$ cat config.mk
export PLATFORM = sky130hd
export DESIGN_NAME = rom_load_sequencer
export DESIGN_NICKNAME = d
export VERILOG_FILES = /design/src/rtl/rom_load_pkg.sv /design/src/rtl/rom_port_arb.sv /design/src/rtl/rom_load_sequencer.sv
export SDC_FILE = /design/constraint.sdc
export NUM_CORES = 1
export LEC_CHECK = 0
export ABC_CLOCK_PERIOD_IN_PS = 5500
export CORE_MARGIN = 1.5
export CORE_UTILIZATION = 50
export CTS_CLUSTER_SIZE = 28
export DETAILED_ROUTE_END_ITERATION = 6
export PLACE_DENSITY = 0.84
export SETUP_SLACK_MARGIN = 0.5
export SLEW_MARGIN = 10
export SYNTH_ARGS = -nofsm -noshare
export SYNTH_HDL_FRONTEND = slang
export SYNTH_SLANG_ARGS = --single-unit
export TNS_END_PERCENT = 1
$ cat constraint.sdc
create_clock -name clk_sys -period 5.5 [get_ports clk_sys]
set_input_delay 1.1 -clock clk_sys [delete_from_list [all_inputs] [get_ports clk_sys]]
set_output_delay 1.1 -clock clk_sys [all_outputs]
set_load 0.01 [all_outputs]
$ cat src/rtl/rom_load_pkg.sv
// Shared types and constants for the ROM load sequencer.
//   state_t   : sequencer FSM states
//   IDX_ROM   : ioctl_index of the ROM image download
//   IDX_DIP   : ioctl_index of the DIP switch download
//   DIP_BYTES : number of DIP switch bytes kept
package rom_load_pkg;

    typedef enum logic [1:0] {
        WAIT_ROM = 2'd0,
        LOAD     = 2'd1,
        SETTLE   = 2'd2,
        RUN      = 2'd3
    } state_t;

    localparam logic [7:0] IDX_ROM   = 8'd0;
    localparam logic [7:0] IDX_DIP   = 8'd254;
    localparam int         DIP_BYTES = 3;

endpackage

$ cat src/rtl/rom_port_arb.sv
// Shared ROM port arbiter: download writes win over the single-beat read
// requester, and at most one read is outstanding.
//   clk_sys, reset_n   : clock, synchronous active-low reset
//   wr_req/addr/data   : write to issue on the port next cycle
//   rd_allow           : FSM permits reads this cycle
//   rq_req/rq_addr     : level read request (held until rq_ack)
//   rq_ack/rq_data     : one-cycle ack, data valid with it
//   mem_*              : registered shared ROM port; mem_dout is read data
module rom_port_arb #(
    parameter int ADDR_W = 17
) (
    input  logic              clk_sys,
    input  logic              reset_n,
    input  logic              wr_req,
    input  logic [ADDR_W-1:0] wr_addr,
    input  logic [7:0]        wr_data,
    input  logic              rd_allow,
    input  logic              rq_req,
    input  logic [ADDR_W-1:0] rq_addr,
    output logic              rq_ack,
    output logic [7:0]        rq_data,
    output logic [ADDR_W-1:0] mem_addr,
    output logic [7:0]        mem_din,
    output logic              mem_we,
    output logic              mem_re,
    input  logic [7:0]        mem_dout
);
    import rom_load_pkg::*;

    // vld_pipe[0]: read on the port this cycle, vld_pipe[1]: data returning
    logic [1:0] vld_pipe;
    logic       grant;
    logic [7:0] data_q;

    // Only the cycle carrying mem_re blocks a new grant. The ack cycle is
    // free, so a requester that keeps rq_req high through its ack cycle
    // (with a new address) gets one ack every 2 cycles; one that is done
    // must drop rq_req within its ack cycle.
    assign grant = rq_req && rd_allow && !wr_req && !vld_pipe[0];

    always_ff @(posedge clk_sys) begin
        if (!reset_n) begin
            vld_pipe <= '0;
            mem_we   <= 1'b0;
            mem_addr <= '0;
            mem_din  <= '0;
            data_q   <= '0;
        end else begin
            vld_pipe <= {vld_pipe[0], grant};
            mem_we   <= wr_req;
            if (wr_req) begin
                mem_addr <= wr_addr;
                mem_din  <= wr_data;
            end else if (grant) begin
                mem_addr <= rq_addr;
            end
            if (vld_pipe[1])
                data_q <= mem_dout;
        end
    end

    assign mem_re  = vld_pipe[0];
    assign rq_ack  = vld_pipe[1];
    // The BRAM presents data the cycle after mem_re, which is the ack cycle;
    // pass it straight through then and hold it afterwards.
    assign rq_data = vld_pipe[1] ? mem_dout : data_q;

endmodule

$ cat src/rtl/rom_load_sequencer.sv
// Sequences the ioctl download stream into the shared ROM port and the DIP
// switch bytes, and holds the game core in reset until a complete ROM image
// of exactly ROM_BYTES has been loaded.
//   clk_sys, reset_n          : clock, synchronous active-low reset
//   ioctl_download/index/wr/addr/dout : hps_io download stream
//   mem_addr/din/we/re, mem_dout      : shared ROM port
//   rq_req/rq_addr, rq_ack/rq_data    : single-beat read requester
//   dip_sw      : {sw2,sw1,sw0}
//   core_reset  : game core reset, high until RUN
//   dl_busy     : ROM load in progress
//   dl_error    : last ROM load had the wrong length
module rom_load_sequencer #(
    parameter int ADDR_W    = 17,
    parameter int ROM_BYTES = 86016,
    parameter int HOLD_CYC  = 16
) (
    input  logic              clk_sys,
    input  logic              reset_n,
    input  logic              ioctl_download,
    input  logic [7:0]        ioctl_index,
    input  logic              ioctl_wr,
    input  logic [24:0]       ioctl_addr,
    input  logic [7:0]        ioctl_dout,
    output logic [ADDR_W-1:0] mem_addr,
    output logic [7:0]        mem_din,
    output logic              mem_we,
    output logic              mem_re,
    input  logic [7:0]        mem_dout,
    input  logic              rq_req,
    input  logic [ADDR_W-1:0] rq_addr,
    output logic              rq_ack,
    output logic [7:0]        rq_data,
    output logic [23:0]       dip_sw,
    output logic              core_reset,
    output logic              dl_busy,
    output logic              dl_error
);
    import rom_load_pkg::*;

    localparam int          HOLD_W  = $clog2(HOLD_CYC + 1);
    localparam logic [24:0] ROM_LEN = 25'(ROM_BYTES);

    state_t                      state_q, state_d;
    logic [24:0]                 cnt_q;
    logic [HOLD_W-1:0]           hold_q;
    logic                        dl_error_q;
    logic [DIP_BYTES-1:0][7:0]   dip_q;

    logic start_load, rom_wr, rom_hit, dip_wr, rd_allow;
    logic enter_load, load_ok, load_bad;

    assign start_load = ioctl_download && (ioctl_index == IDX_ROM);
    // Every ROM byte counts toward the length check; only in-range ones
    // reach the port.
    assign rom_wr     = (state_q == LOAD) && ioctl_wr && (ioctl_index == IDX_ROM);
    assign rom_hit    = rom_wr && (ioctl_addr < ROM_LEN);
    assign dip_wr     = ioctl_wr && (ioctl_index == IDX_DIP) &&
                        (ioctl_addr < 25'(DIP_BYTES));

    assign enter_load = (state_q != LOAD) && (state_d == LOAD);
    assign load_ok    = (state_q == LOAD) && (state_d == SETTLE);
    assign load_bad   = (state_q == LOAD) && (state_d == WAIT_ROM);

    always_comb begin
        state_d    = state_q;
        core_reset = 1'b1;
        dl_busy    = 1'b0;
        rd_allow   = 1'b0;
        case (state_q)
            WAIT_ROM: begin
                rd_allow = 1'b1;
                if (start_load)
                    state_d = LOAD;
            end
            LOAD: begin
                dl_busy = 1'b1;
                // Entered with ioctl_download high, so low here is the
                // falling edge of the download window.
                if (!ioctl_download)
                    state_d = (cnt_q == ROM_LEN) ? SETTLE : WAIT_ROM;
            end
            SETTLE: begin
                if (hold_q == '0)
                    state_d = RUN;
            end
            RUN: begin
                core_reset = 1'b0;
                rd_allow   = 1'b1;
                if (start_load)
                    state_d = LOAD;
            end
            default: state_d = WAIT_ROM;
        endcase
    end

    always_ff @(posedge clk_sys) begin
        if (!reset_n) begin
            state_q    <= WAIT_ROM;
            cnt_q      <= '0;
            hold_q     <= '0;
            dl_error_q <= 1'b0;
            dip_q      <= '0;
        end else begin
            state_q <= state_d;

            if (enter_load)
                cnt_q <= '0;
            else if (rom_wr && (cnt_q != '1))
                cnt_q <= cnt_q + 25'd1;

            if (enter_load)
                dl_error_q <= 1'b0;
            else if (load_bad)
                dl_error_q <= 1'b1;

            // Loaded with HOLD_CYC-1 so SETTLE lasts exactly HOLD_CYC cycles.
            if (load_ok)
                hold_q <= HOLD_W'(HOLD_CYC - 1);
            else if ((state_q == SETTLE) && (hold_q != '0))
                hold_q <= hold_q - 1'b1;

            if (dip_wr)
                dip_q[ioctl_addr[1:0]] <= ioctl_dout;
        end
    end

    assign dip_sw   = dip_q;
    assign dl_error = dl_error_q;

    rom_port_arb #(.ADDR_W(ADDR_W)) u_arb (
        .clk_sys  (clk_sys),
        .reset_n  (reset_n),
        .wr_req   (rom_hit),
        .wr_addr  (ioctl_addr[ADDR_W-1:0]),
        .wr_data  (ioctl_dout),
        .rd_allow (rd_allow),
        .rq_req   (rq_req),
        .rq_addr  (rq_addr),
        .rq_ack   (rq_ack),
        .rq_data  (rq_data),
        .mem_addr (mem_addr),
        .mem_din  (mem_din),
        .mem_we   (mem_we),
        .mem_re   (mem_re),
        .mem_dout (mem_dout)
    );

endmodule
==> tab_implementation.tex <==
\begin{tabular}{lr}
\hline
Metric & Value \\
\hline
\multicolumn{2}{l}{\textbf{Die}} \\
Horizontal die dimension & 94.8 um \\
Die footprint & 8980 um2 \\
Core region area & 8180 um2 \\
Row count & 33 \\
Die height & 94.8 um \\
Top-level I/O count & 134 \\
Initial core utilization & 0.515 \\
\multicolumn{2}{l}{\textbf{Clocking}} \\
Library cell used as clock root buffer & sky130\_fd\_sc\_hd\_\_clkbuf\_8 \\
Clock buffer count from CTS & 9 \\
Post-CTS Setup Repair Bufs & 0 \\
Clock edge transition at the registers on the reported setup and hold paths & $\sim$90 ps \\
CTS-repair resized insts & 0 \\
CTS sink count & 93 \\
Count of H-tree levels built during CTS & 3 \\
Clock tree buffer depth & 2 \\
Post-CTS Hold Fix Bufs & 0 \\
TritonCTS clock tree & yes \\
Worst skew pair latency & 370 ps \\
\multicolumn{2}{l}{\textbf{Synth}} \\
Synthesized Nets & 530 \\
Count of yosys warnings during synthesis & 0 \\
Fraction of post-synthesis cell area in the top cell type by area & 0.442 \\
Most instantiated flip-flop cell in the synthesis netlist & sky130\_fd\_sc\_hd\_\_dfxtp\_1 \\
Biggest area contributors in the synthesized netlist & sky130\_fd\_sc\_hd\_\_dfxtp\_1, sky130\_fd\_sc\_hd\_\_mux2i\_1, sky130\_fd\_sc\_hd\_\_nor2\_1 \\
\#FFs+latches synth & 93 \\
Gate count after technology mapping & about 450 \\
Async set-or-reset flop fraction in the synthesized netlist & 0 \\
Most numerous cell types in the synthesized netlist & sky130\_fd\_sc\_hd\_\_dfxtp\_1, sky130\_fd\_sc\_hd\_\_nor2\_1, sky130\_fd\_sc\_hd\_\_mux2i\_1, sky130\_fd\_sc\_hd\_\_a21oi\_1, sky130\_fd\_sc\_hd\_\_clkbuf\_1 \\
Average cell area after synthesis & 9.34 um2 \\
Summed instance area of the synthesized netlist & approximately 4200 um2 \\
Most instantiated library cell after synthesis & sky130\_fd\_sc\_hd\_\_dfxtp\_1 \\
EDFF count, synth & 0 \\
Sequential cell area fraction in the yosys report & 0.442 \\
Cell accounting for the most synthesized area & sky130\_fd\_sc\_hd\_\_dfxtp\_1 \\
Distinct cell type count of the synthesized netlist & 46 \\
\multicolumn{2}{l}{\textbf{Drt}} \\
Number of optimization iterations in the first detailed-route pass & 5 \\
Initial DRC Count & 192 \\
Routed WL per cell & 16.8 um \\
Via count & 3869 \\
Vias per Instance & 5.64 \\
Number of design rule violations left after detail routing & 0 \\
Aggregate routed wire length & 11600 um \\
Number of nets with antenna violations after routing & 0 \\
\multicolumn{2}{l}{\textbf{Min path}} \\
Class of the most critical hold timing path & flop to flop \\
Min-Delay Endpoint & dl\_error \\
Hold Path Origin & dl\_error \\
Worst hold stages & 2 \\
\multicolumn{2}{l}{\textbf{Global route}} \\
Number of antenna violations at the first check in global routing & 0 \\
Overall routing resource usage & 0.265 \\
Total overflow reported by the global router & 0 \\
Maximum number of pins on one net before global-route repair & 36 \\
Wire length of the first global-routing pass & around 18000 um \\
Vias in the first global route & between 3000 and 4000 \\
\multicolumn{2}{l}{\textbf{Timing}} \\
Worst-case clock skew & 11.9 ps \\
Transition time of the tightest slew-check pin & $\sim$1200 ps \\
Max\_slew headroom & 0.166 \\
Peak Freq & 0.280 GHz \\
Period utilisation layout & 0.650 \\
RSZ-0062 raised after global routing & false \\
Fin. max-slew vios & 0 \\
Final hold vios & 0 \\
Final TNS setup & 0 ps \\
Endpoints failing setup & 0 \\
Shortest clock period the worst path allows after layout & 3570 ps \\
\multicolumn{2}{l}{\textbf{Worst setup path}} \\
Slack of the worst reg-to-reg path & approximately 2800 ps \\
Required time at the endpoint of the critical path & 5730 ps \\
Critical-path top delay cell & sky130\_fd\_sc\_hd\_\_or3\_1 \\
Number of cells traversed by the worst register-to-register path & 7 \\
Critical path peak fanout & 25 \\
Element type at the critical path end & flop \\
Worst flop-to-flop path endpoint & u\_arb.mem\_din[7] \\
Critical path startpoint category & input port \\
Worst flop-to-flop path startpoint & state\_q[0] \\
Worst path max stage delay & 650 ps \\
Signal arrival time at the worst endpoint & 3810 ps \\
Worst Path Class, Setup & input port to flop \\
Worst-path cell chain & clkdlybuf4s50\_1 -> or4\_4 -> or3\_4 -> or3\_1 -> buf\_4 -> mux2i\_1 -> nor2\_1 \\
\multicolumn{2}{l}{\textbf{Cells and area}} \\
Count of antenna diodes in the layout & 0 \\
Filler cells & 605 \\
Share of post-route cells with drive strength above 1 & 0.0688 \\
Area occupied by registers & 1860 um2 \\
Synthesis-to-layout area growth & 38.7\% \\
Final \#Nets & 655 \\
Total area of multi-input combinational cells & 2230 um2 \\
\multicolumn{2}{l}{\textbf{Placement}} \\
Final HPWL DP & 8650 um \\
\# port buffers & around 130 \\
Weighted congestion reported at the end of routability-driven placement & 0.939 \\
\multicolumn{2}{l}{\textbf{Run}} \\
Maximum capacitance violations & 0 \\
\multicolumn{2}{l}{\textbf{Power and ir drop}} \\
LEAKAGE & 2.27 nW \\
Post-layout total power & 1.31 mW \\
Peak supply drop & 112 uV \\
Power per standard cell area & 224 nW/um2 \\
\multicolumn{2}{l}{\textbf{Status}} \\
Result of the run & finished clean \\
\hline
\end{tabular}
==> report_power, final <==
part           switching, mW  internal [mW]  leakage (nW)
sequential           0.00602          0.683         0.753
combinational         0.0515         0.0828          1.41
clock                  0.263          0.220         0.101
==> state kept, by name, summed over array words and instances (netlist names), 2 cells and up <==
signal	cells
u_arb.mem_din	8
u_arb.vld_pipe	2
cnt_q	25
hold_q	5
state_q	2
u_arb.mem_addr	17
dip_sw	24
u_arb.data_q	8
==> cell usage in the layout, fill, tap and decap left out, drive strengths merged, types with 3 or more instances in the layout <==
cell type / netlist / routed
inv: 14 / 16
clkdlybuf4s50: 0 / 133
nand3: 12 / 12
or2: 4 / 4
nor2b: 4 / 4
dfxtp: 93 / 93
xor2: 6 / 6
nor4b: 7 / 7
a211oi: 17 / 17
xnor2: 6 / 6
nor3: 3 / 3
buf: 2 / 3
o211ai: 5 / 5
nand3b: 3 / 3
nand4: 5 / 5
nor4: 9 / 9
clkbuf: 20 / 9
and2: 10 / 10
o31ai: 6 / 6
ha: 8 / 8
or4: 8 / 8
nor2: 68 / 68
mux2: 9 / 9
a21oi: 23 / 23
o21ai: 12 / 12
nand2: 8 / 8
or3: 16 / 16
mux2i: 51 / 51
==> layout make-up <==
class	instances	share of cell area
clock buffer	9	0.0212
clock inverter	7	0.0154
inverter	14	0.00900
multi-input combinational	322	0.381
sequential	93	0.319
tap	105	0.0225
timing repair buffer	136	0.232
==> worst max-delay path: cells and delay by family <==
kind / cells / cell delay [ps]
buffers and inverters: 2 / 790
AND/OR/NAND/NOR: 4 / 1740
multiplexers: 1 / 170
==> cell families after synthesis <==
group,Yosys count,share of synthesized area
and+or+nand+nor,170,0.222
DFF,93,0.442
AOI/OAI and AO/OA,72,0.109
muxes,60,0.145
buffers and inverters,36,0.0327
xor gates and xnor gates,12,0.0250
adders and majority gates,8,0.0238
==> how the worst max path moves through the flow <==
stage | slack [ps] | to | from | cells past startpoint
after global routing | 1770 | cnt_q[12] | ioctl_index[4] | 6
after floorplan | 2390 | cnt_q[22] | ioctl_index[4] | 5
final | 1930 | u_arb.mem_din[7] | ioctl_index[4] | 7
after detailed placement | 1560 | u_arb.mem_din[7] | ioctl_index[4] | 7
after global placement | 1620 | cnt_q[20] | ioctl_index[7] | 6
after CTS | 1950 | u_arb.mem_din[7] | ioctl_index[4] | 7
==> routing by layer <==
layer  track usage  vias to the layer above  share of wire
met3        0.0644                       12          0.080
met2         0.448                      152           0.48
met5             0                        -              0
met1         0.327                     1827           0.43
met4        0.0908                        0          0.015
li1              -                     1878              -
==> stage by stage <==
| step | util | area, um2 | hold slack [ps] | setup WS, ps | std cells |
|---|---|---|---|---|---|
| floorplan | - | 4210 | 459 | 2390 | 451 |
| global placement | 0.687 | 5620 | 474 | 1620 | 670 |
| detailed placement | 0.687 | 5620 | 495 | 1560 | 670 |
| CTS | 0.714 | 5830 | 508 | 1950 | 686 |
| global route | 0.715 | 5840 | 547 | 1770 | 686 |
| finish | 0.715 | 5840 | 507 | 1930 | 686 |
Note: power is estimated with default switching activity, not from simulation.
